===== config.mk =====
export PLATFORM = sky130hd
export DESIGN_NAME = line_beat_buffer
export DESIGN_NICKNAME = d
export VERILOG_FILES = /design/src/rtl/line_beat_buffer.sv
export SDC_FILE = /design/constraint.sdc
export NUM_CORES = 1
export LEC_CHECK = 0
export CELL_PAD_IN_SITES_DETAIL_PLACEMENT = 1
export CELL_PAD_IN_SITES_GLOBAL_PLACEMENT = 1
export CORE_AREA = 2 2 424 426
export CTS_BUF_LIST = sky130_fd_sc_hd__clkbuf_4
export DETAILED_ROUTE_END_ITERATION = 12
export DIE_AREA = 0 0 426 428
export GPL_ROUTABILITY_DRIVEN = 0
export PLACE_DENSITY = 0.41
export SETUP_SLACK_MARGIN = 0.15
export SYNTH_ARGS = -nofsm -noshare
export SYNTH_HDL_FRONTEND = slang
export SYNTH_SLANG_ARGS = --single-unit

===== constraint.sdc =====
create_clock -name i_clk -period 2.63 [get_ports i_clk]
set_clock_uncertainty 0.05 [all_clocks]
set_input_delay 0.526 -clock i_clk [delete_from_list [all_inputs] [get_ports i_clk]]
set_output_delay 0.526 -clock i_clk [all_outputs]
set_load 0.01 [all_outputs]

===== src/rtl/line_beat_buffer.sv =====
// line_beat_buffer: converts between one cache line and a stream of AXI data beats.
//   FILL  : collects BEAT_COUNT inbound beats (beat 0 ends in the LSBs) into a line.
//   DRAIN : serialises a captured line into outbound beats, LSB beat first.
// Ports:
//   i_clk, i_arst_n                     clock, asynchronous active-low reset
//   i_fill_start, i_drain_start         start requests, honoured only in IDLE (drain wins)
//   i_abort                             return to IDLE from any state, no completion pulse
//   i_data_block                        line captured on an accepted drain start
//   i_beat_valid/i_beat_data/i_beat_last, o_beat_ready   inbound beat channel (FILL)
//   o_beat_valid/o_beat_data/o_beat_last, i_beat_ready   outbound beat channel (DRAIN)
//   o_data_block                        shift register contents
//   o_block_valid, o_drain_done         one-cycle completion pulses
//   o_busy                              not IDLE
//   o_last_err                          sticky inbound last-marker mismatch, cleared on start
module line_beat_buffer #(
  parameter int unsigned AXI_DATA_WIDTH = 32,
  parameter int unsigned BLOCK_WIDTH    = 512
) (
  input  logic                      i_clk,
  input  logic                      i_arst_n,
  input  logic                      i_fill_start,
  input  logic                      i_drain_start,
  input  logic                      i_abort,
  input  logic [BLOCK_WIDTH-1:0]    i_data_block,
  input  logic                      i_beat_valid,
  input  logic [AXI_DATA_WIDTH-1:0] i_beat_data,
  input  logic                      i_beat_last,
  output logic                      o_beat_ready,
  output logic                      o_beat_valid,
  output logic [AXI_DATA_WIDTH-1:0] o_beat_data,
  output logic                      o_beat_last,
  input  logic                      i_beat_ready,
  output logic [BLOCK_WIDTH-1:0]    o_data_block,
  output logic                      o_block_valid,
  output logic                      o_drain_done,
  output logic                      o_busy,
  output logic                      o_last_err
);

  localparam int unsigned BEAT_COUNT = BLOCK_WIDTH / AXI_DATA_WIDTH;
  localparam int unsigned CNT_W      = $clog2(BEAT_COUNT);

  if (BEAT_COUNT < 2 || (BLOCK_WIDTH % AXI_DATA_WIDTH) != 0) begin : g_bad_params
    $error("line_beat_buffer: BLOCK_WIDTH must be >= 2 whole beats of AXI_DATA_WIDTH");
  end

  typedef enum logic [1:0] {
    S_IDLE  = 2'd0,
    S_FILL  = 2'd1,
    S_DRAIN = 2'd2
  } state_t;

  state_t                   r_state;
  state_t                   w_next_state;
  logic [CNT_W-1:0]         r_count;
  logic [BLOCK_WIDTH-1:0]   r_shift;
  logic                     r_last_err;
  logic                     r_block_valid;
  logic                     r_drain_done;

  logic w_term;
  logic w_fill_acc;
  logic w_drain_acc;
  logic w_drain_go;
  logic w_fill_go;

  // Handshake qualifiers; abort suppresses every accept and start in its cycle
  assign w_term      = (r_count == CNT_W'(BEAT_COUNT - 1));
  assign w_fill_acc  = (r_state == S_FILL)  && i_beat_valid && !i_abort;
  assign w_drain_acc = (r_state == S_DRAIN) && i_beat_ready && !i_abort;
  assign w_drain_go  = (r_state == S_IDLE)  && i_drain_start && !i_abort;
  assign w_fill_go   = (r_state == S_IDLE)  && !i_drain_start && i_fill_start && !i_abort;

  // State register
  always_ff @(posedge i_clk or negedge i_arst_n) begin
    if (!i_arst_n) begin
      r_state <= S_IDLE;
    end else begin
      r_state <= w_next_state;
    end
  end

  // Next-state logic
  always_comb begin
    w_next_state = r_state;
    if (i_abort) begin
      w_next_state = S_IDLE;
    end else begin
      case (r_state)
        S_IDLE: begin
          if (i_drain_start) begin
            w_next_state = S_DRAIN;
          end else if (i_fill_start) begin
            w_next_state = S_FILL;
          end
        end
        S_FILL: begin
          if (w_fill_acc && w_term) begin
            w_next_state = S_IDLE;
          end
        end
        S_DRAIN: begin
          if (w_drain_acc && w_term) begin
            w_next_state = S_IDLE;
          end
        end
        default: w_next_state = S_IDLE;
      endcase
    end
  end

  // Outputs decoded from registered state and datapath
  always_comb begin
    o_beat_ready  = 1'b0;
    o_beat_valid  = 1'b0;
    o_beat_last   = 1'b0;
    o_busy        = (r_state != S_IDLE);
    o_beat_data   = r_shift[AXI_DATA_WIDTH-1:0];
    o_data_block  = r_shift;
    o_block_valid = r_block_valid;
    o_drain_done  = r_drain_done;
    o_last_err    = r_last_err;
    case (r_state)
      S_FILL:  o_beat_ready = 1'b1;
      S_DRAIN: begin
        o_beat_valid = 1'b1;
        o_beat_last  = w_term;
      end
      default: ;
    endcase
  end

  // Datapath: beat counter, shift register, sticky error and completion pulses
  always_ff @(posedge i_clk or negedge i_arst_n) begin
    if (!i_arst_n) begin
      r_count       <= '0;
      r_shift       <= '0;
      r_last_err    <= 1'b0;
      r_block_valid <= 1'b0;
      r_drain_done  <= 1'b0;
    end else begin
      r_block_valid <= w_fill_acc && w_term;
      r_drain_done  <= w_drain_acc && w_term;
      if (i_abort) begin
        r_count <= '0;
      end else if (w_drain_go) begin
        r_count    <= '0;
        r_shift    <= i_data_block;
        r_last_err <= 1'b0;
      end else if (w_fill_go) begin
        r_count    <= '0;
        r_last_err <= 1'b0;
      end else if (w_fill_acc) begin
        r_shift <= {i_beat_data, r_shift[BLOCK_WIDTH-1:AXI_DATA_WIDTH]};
        r_count <= w_term ? '0 : r_count + CNT_W'(1);
        if (i_beat_last != w_term) begin
          r_last_err <= 1'b1;
        end
      end else if (w_drain_acc) begin
        r_shift <= {AXI_DATA_WIDTH'(0), r_shift[BLOCK_WIDTH-1:AXI_DATA_WIDTH]};
        r_count <= w_term ? '0 : r_count + CNT_W'(1);
      end
    end
  end

endmodule


# ---- Yosys cells after proc, flatten, opt, wreduce, memory -nomap -nowiden
# Cells that the tools add are included.
dict set report totals {
  ff_bits 521
  output_inout_bits 551
  elab_cells 61
}
dict set report classes {
  addsub 1
  n_eq_ne 8
  muxes 23
  bitwise 1
  n_reduce_logical 22
}
# cell count
set op_table {}
lappend op_table {{$mux 512} 4}
lappend op_table {{$mux 4} 6}
lappend op_table {{$logic_and 1x1->1} 11}
lappend op_table {{$mux 2} 5}
lappend op_table {{$reduce_and 3->1} 3}
lappend op_table {{$reduce_bool 3->1} 3}
lappend op_table {{$mux 1} 7}
lappend op_table {{$ne 3x2->1 const B} 2}
lappend op_table {{$pmux 2 s3} 1}
lappend op_table {{$reduce_bool 5->1} 1}
lappend op_table {{$add 4x1->4 const B} 1}
lappend op_table {{$eq 4x4->1 const B} 1}
lappend op_table {{$ne 4x4->1 const B} 1}
lappend op_table {{$eq 2x1->1 const B} 1}
lappend op_table {{$eq 2x2->1 const B} 1}
lappend op_table {{$logic_not 1->1} 2}
lappend op_table {{$logic_not 2->1} 1}
lappend op_table {{$ne 2x2->1 const B} 1}
lappend op_table {{$reduce_bool 2->1} 1}
lappend op_table {{$ne 1x1->1} 1}
lappend op_table {{$not 1->1} 1}

# ---- Depth between registers and ports, before layout
# Gate-level depths: netlist (run 1).
dict set report depth {
  depth_word 8
  ltp_mapped 8
  ltp_nobuf 5
}

# ---- Worst setup path after synthesis (run 1)
# Ideal clock, no wire load.
dict set report synth_timing {
  path_kind {input -> register}
  startpoint {input i_abort}
  endpoint {register r_shift[358] (netlist: o_data_block[358])}
  setup_time_ps 130
  arrival_time_ps 2309
  slack_ps 141
  cell_stages 7
  path_buffers 4
  cell_sequence {or4b_2 -> clkbuf_1 -> a311oi_2 -> buf_2 -> buf_2 -> buf_2 -> a31oi_1}
}
dict set report synth_via {
  elab_chain_len 5
}
# element line
set synth_rtl {}
lappend synth_rtl {{start: declaration} 23} ;# input logic i_abort,
lappend synth_rtl {{$logic_not 1->1} n/a}
lappend synth_rtl {{$logic_and 1x1->1} 69} ;# assign w_fill_acc = (r_state == S_FILL) && i_beat_valid && !i_abort;
lappend synth_rtl {{$mux 512} 153} ;# end else if (w_fill_acc) begin
lappend synth_rtl {{$mux 512} 150} ;# end else if (w_fill_go) begin
lappend synth_rtl {{$mux 512} 146} ;# end else if (w_drain_go) begin
lappend synth_rtl {{end signal: assignment} 148} ;# r_shift <= i_data_block;
lappend synth_rtl {{end signal: assignment} 154} ;# r_shift <= {i_beat_data, r_shift[BLOCK_WIDTH-1:AXI_DATA_WIDTH]};
lappend synth_rtl {{end signal: assignment} 160} ;# r_shift <= {AXI_DATA_WIDTH'(0), r_shift[BLOCK_WIDTH-1:AXI_DATA_WIDTH]};
lappend synth_rtl {{end: declaration} 56} ;# logic [BLOCK_WIDTH-1:0] r_shift;
# Parallel ways exist; a longest one is shown, timed or not. The select of a mux whose other input is x is not followed.
# A chain may end at the register's enable or synchronous reset.

# ---- Worst setup path after layout (run 1)
dict set report layout_timing {
  startpoint {register r_state[0]}
  endpoint {register r_shift[254] (netlist: o_data_block[254])}
}
dict set report layout_via {
  elab_chain_len 6
}
# element line
set layout_rtl {}
lappend layout_rtl {{start: declaration} 53} ;# state_t r_state;
lappend layout_rtl {{start signal: assignment} 79} ;# r_state <= w_next_state;
lappend layout_rtl {{$eq 2x1->1 / $logic_not 2->1 (equally long branches)} {69, 71, 72}}
lappend layout_rtl {{$logic_and 1x1->1 (on tied branches) (2 in a row)} {69, 72}}
lappend layout_rtl {{$mux 512 / $logic_and 1x1->1 (equally long branches)} {153, 72}}
lappend layout_rtl {{$mux 512 / $ne 2x2->1 (equally long branches)} n/a}
lappend layout_rtl {{$mux 512 / $reduce_and 3->1 (equally long branches)} n/a}
# Parallel ways exist; a longest one is shown, timed or not. The select of a mux whose other input is x is not followed.

==> results of run 1 <==
==> through the flow <==
| step | cell area (um2) | setup TNS, ns | utilization | total power, W |
|---|---|---|---|---|
| detailed placement | 38000 | -172.23 | 0.214 | 0.0381 |
| CTS | 50200 | -6.10 | 0.283 | 0.0549 |
| global route | 52300 | -60.16 | 0.294 | 0.0578 |
| floorplan | 23500 | 0 | - | 0.0222 |
| finish | 52300 | -26.59 | 0.294 | 0.0544 |
| global placement | 38000 | -151.14 | 0.214 | 0.0380 |
==> flip-flops by register name, summed over array words and instances, names as in the netlist <==
signal / cells
o_last_err: 1
r_state: 2
o_drain_done: 1
r_count: 4
o_data_block: 512
o_block_valid: 1
==> cells by family after synthesis <==
logic type / synth area share
and+or+nand+nor: 0.239
buffers and inverters: 0.0602
xor gates and xnor gates: 0.000746
DFF: 0.555
adders and majority gates: 0.000533
AOI/OAI and AO/OA: 0.144
muxes: 0.000426
==> power groups by stage <==
stage / Combinational [W] / Clock, W / Sequential (W)
floorplan: 0.00582 / 0 / 0.0164
global placement: 0.0209 / 0 / 0.0171
detailed placement: 0.0210 / 0 / 0.0171
CTS: 0.0295 / 0.00943 / 0.0160
global route: 0.0317 / 0.00979 / 0.0164
finish: 0.0296 / 0.00894 / 0.0159
==> layer usage <==
layer / track usage / wire length [um]
met1: 0.195 / 67200
met2: 0.365 / 100000
met3: 0.0462 / 9440
met4: 0.0640 / 5810
met5: 0 / 13
==> path summary, 6_finish.rpt <==
check / depth (start not counted) / slack [ns] / endpoint / from
min in group asynchronous: 4 / 0.49 / r_state[1]$_DFFE_PN0P_ / i_arst_n
min: 4 / 0.33 / r_count[0]$_DFFE_PN0P_ / i_drain_start
max in group asynchronous: 6 / 1.12 / o_data_block[295]$_DFFE_PN0P_ / i_arst_n
min reg2reg: 2 / 0.51 / o_data_block[492]$_DFFE_PN0P_ / o_data_block[492]$_DFFE_PN0P_
max: 8 / -0.34 / o_data_block[254]$_DFFE_PN0P_ / r_state[0]$_DFFE_PN0P_
max reg2reg: 8 / -0.34 / o_data_block[254]$_DFFE_PN0P_ / r_state[0]$_DFFE_PN0P_
==> cells in the mapped netlist, types with 2 or more instances <==
| master | instances | area [um2] |
|---|---|---|
| and3b_1 | 2 | 17.5 |
| nor2b_1 | 2 | 12.5 |
| buf_4 | 62 | 465 |
| nor3_1 | 2 | 10.0 |
| clkbuf_1 | 123 | 462 |
| nand2b_1 | 2 | 12.5 |
| nor2_1 | 487 | 1830 |
| a222oi_1 | 32 | 320 |
| nand3_1 | 2 | 10.0 |
| a21oi_1 | 3 | 15.0 |
| nand2_1 | 965 | 3620 |
| o21ai_0 | 4 | 20.0 |
| inv_1 | 33 | 124 |
| dfrtp_1 | 521 | 13000 |
| buf_2 | 72 | 360 |
| and2_1 | 2 | 12.5 |
| or3_1 | 2 | 12.5 |
| a31oi_1 | 480 | 3000 |
==> area by class of cell <==
class,count,area share
multi-input cells,2000,0.177
well taps,2355,0.0564
flip-flops and latches,521,0.252
repair buffers,2409,0.471
diodes,10,0.000479
clock inverters,22,0.00249
clock buffers,263,0.0378
inverters,33,0.00237
==> critical path, delay by kind of cell, from the launching register on <==
kind	cells	cell delay (ns)
buf+inv	5	0.79
flops	1	0.40
simple gates	2	1.02
compound gates	1	0.13
==> timing repair <==
item,in CTS,in global routing
setup endpoints to repair,761,824
gates cloned,18,55
endpoints found under the hold margin,1041,0
resized for setup,3068,99
pin swaps,3,3
hold buffers,555,0
buffers inserted,505,28
==> out/qor.txt, run 1 <==
status: complete, but fails checks
failing checks: negative setup slack
Post-Place Cells: 6,158
worst hold slack: 0.333 ns
FILL cells: 20.7k
synthesis-to-layout area growth: 123%
vias in the first global route: 33.2k
final number of hold-violating endpoints: 0
row cnt: 155
DP HPWL: 125 mm
CP Class: register to register
Mapped Cells: 2,812
Tmin final: 2.97 ns
net switching power: 0.0223 W
CP most frequent cell: buf_4
post-route antenna net violation count: 0
Mapped Avg Cell Area: 8.35 um2
first-pass GRT wire length: 247 mm
power share of the combinational group: 0.544
final worst-path setup slack: -0.339 ns
Sink Count: 521
vias post-DR: 30.4k
Tightest Pin Transition: 1.18 ns
Slew HR: 0.214
TritonCTS clock tree: done
Fmax: 0.337 GHz
total core area: 178,000 um2
num ports: 1,103
post-DR wirelength/cell: 24.0 um
Post-synth EDFFs: 0
commonest non-fill, non-tap cell in the layout: nand2_1
iteration-0 DRC count of the detailed router: 1,302
Max-cap violations: 0
Crit path arrival time: 3.95 ns
initial antenna violation count: 9
grt total ovfl: 0
Die H: 428 um
Final Max Tran Viols: 0
maximum vdd drop: 0.000402 V
pre-CTS setup slack: -0.461 ns
PD cells: 1040 nW/um2
critical path's largest stage delay: 0.55 ns
layout cells sized above 1: 0.326
final-stage net count: 5,693
Total Routed Length: 183 mm
register area: 13,200 um2
Hold Crit Class: primary input to register
sw frac: 0.409
Slowest-stage cell, CP: or4b_4
Synthesis Warnings: 0
die footprint: 182,000 um2
share of synthesized registers carrying an async set or reset: 1.00
root buffer cell: clkbuf_4
commonest cells after routing, fill and taps aside: nand2_1 (963), dlygate4sd3_1 (554), clkdlybuf4s50_1 (550)
prevailing post-synth register cell: dfrtp_1
Via density: 4.00
Skew-Pair Late Insertion Delay: 1.20 ns
die width: 426 um
Flop pwr share: 0.292
final setup fails: 329
pin count of the biggest net entering global routing: 163
synthesized cell area: 23,500 um2
initial core utilization: 0.132
sequential share of the synthesized area: 0.555
first drt pass iteration count: 9
Clock transition at path regs: 0.07 ns
Startpoint Class: register
Tcrit/Tclk final: 1.13
Finished Layout Cells: 7,613
clock share of power: 0.164
Residual DRC: 0
post-synthesis cell type count: 34
Int Pwr: 0.0322 W
area occupied by multi-input gates: 9250 um2
IO Port Bufs: 1,102
Synthesized Nets: 3,365
Worst Path Max Fanout: 162
CTS max path bufs: 3
Required @ worst endpoint: 3.61 ns
P_leak: 23.1 nW
FF+latch count, synth: 521
number of CTS-inserted buffers: 175
crit-path cells: buf_4 -> buf_6 -> or4b_4 -> buf_4 -> buf_4 -> buf_12 -> nand2_1 -> a31oi_1
setup repair after global routing missed its margin: yes
H-tree depth: 4
critical path endpoint category: register
Global Route Usage Sum: 0.189
(Power assumes the default switching activity.)
==> run 2, diff against run 1 <==
Settings changed: GPL_TIMING_DRIVEN from default to 1.
==> results of run 2 <==
The final DEF is identical to that of run 1; final timing and power are the same.
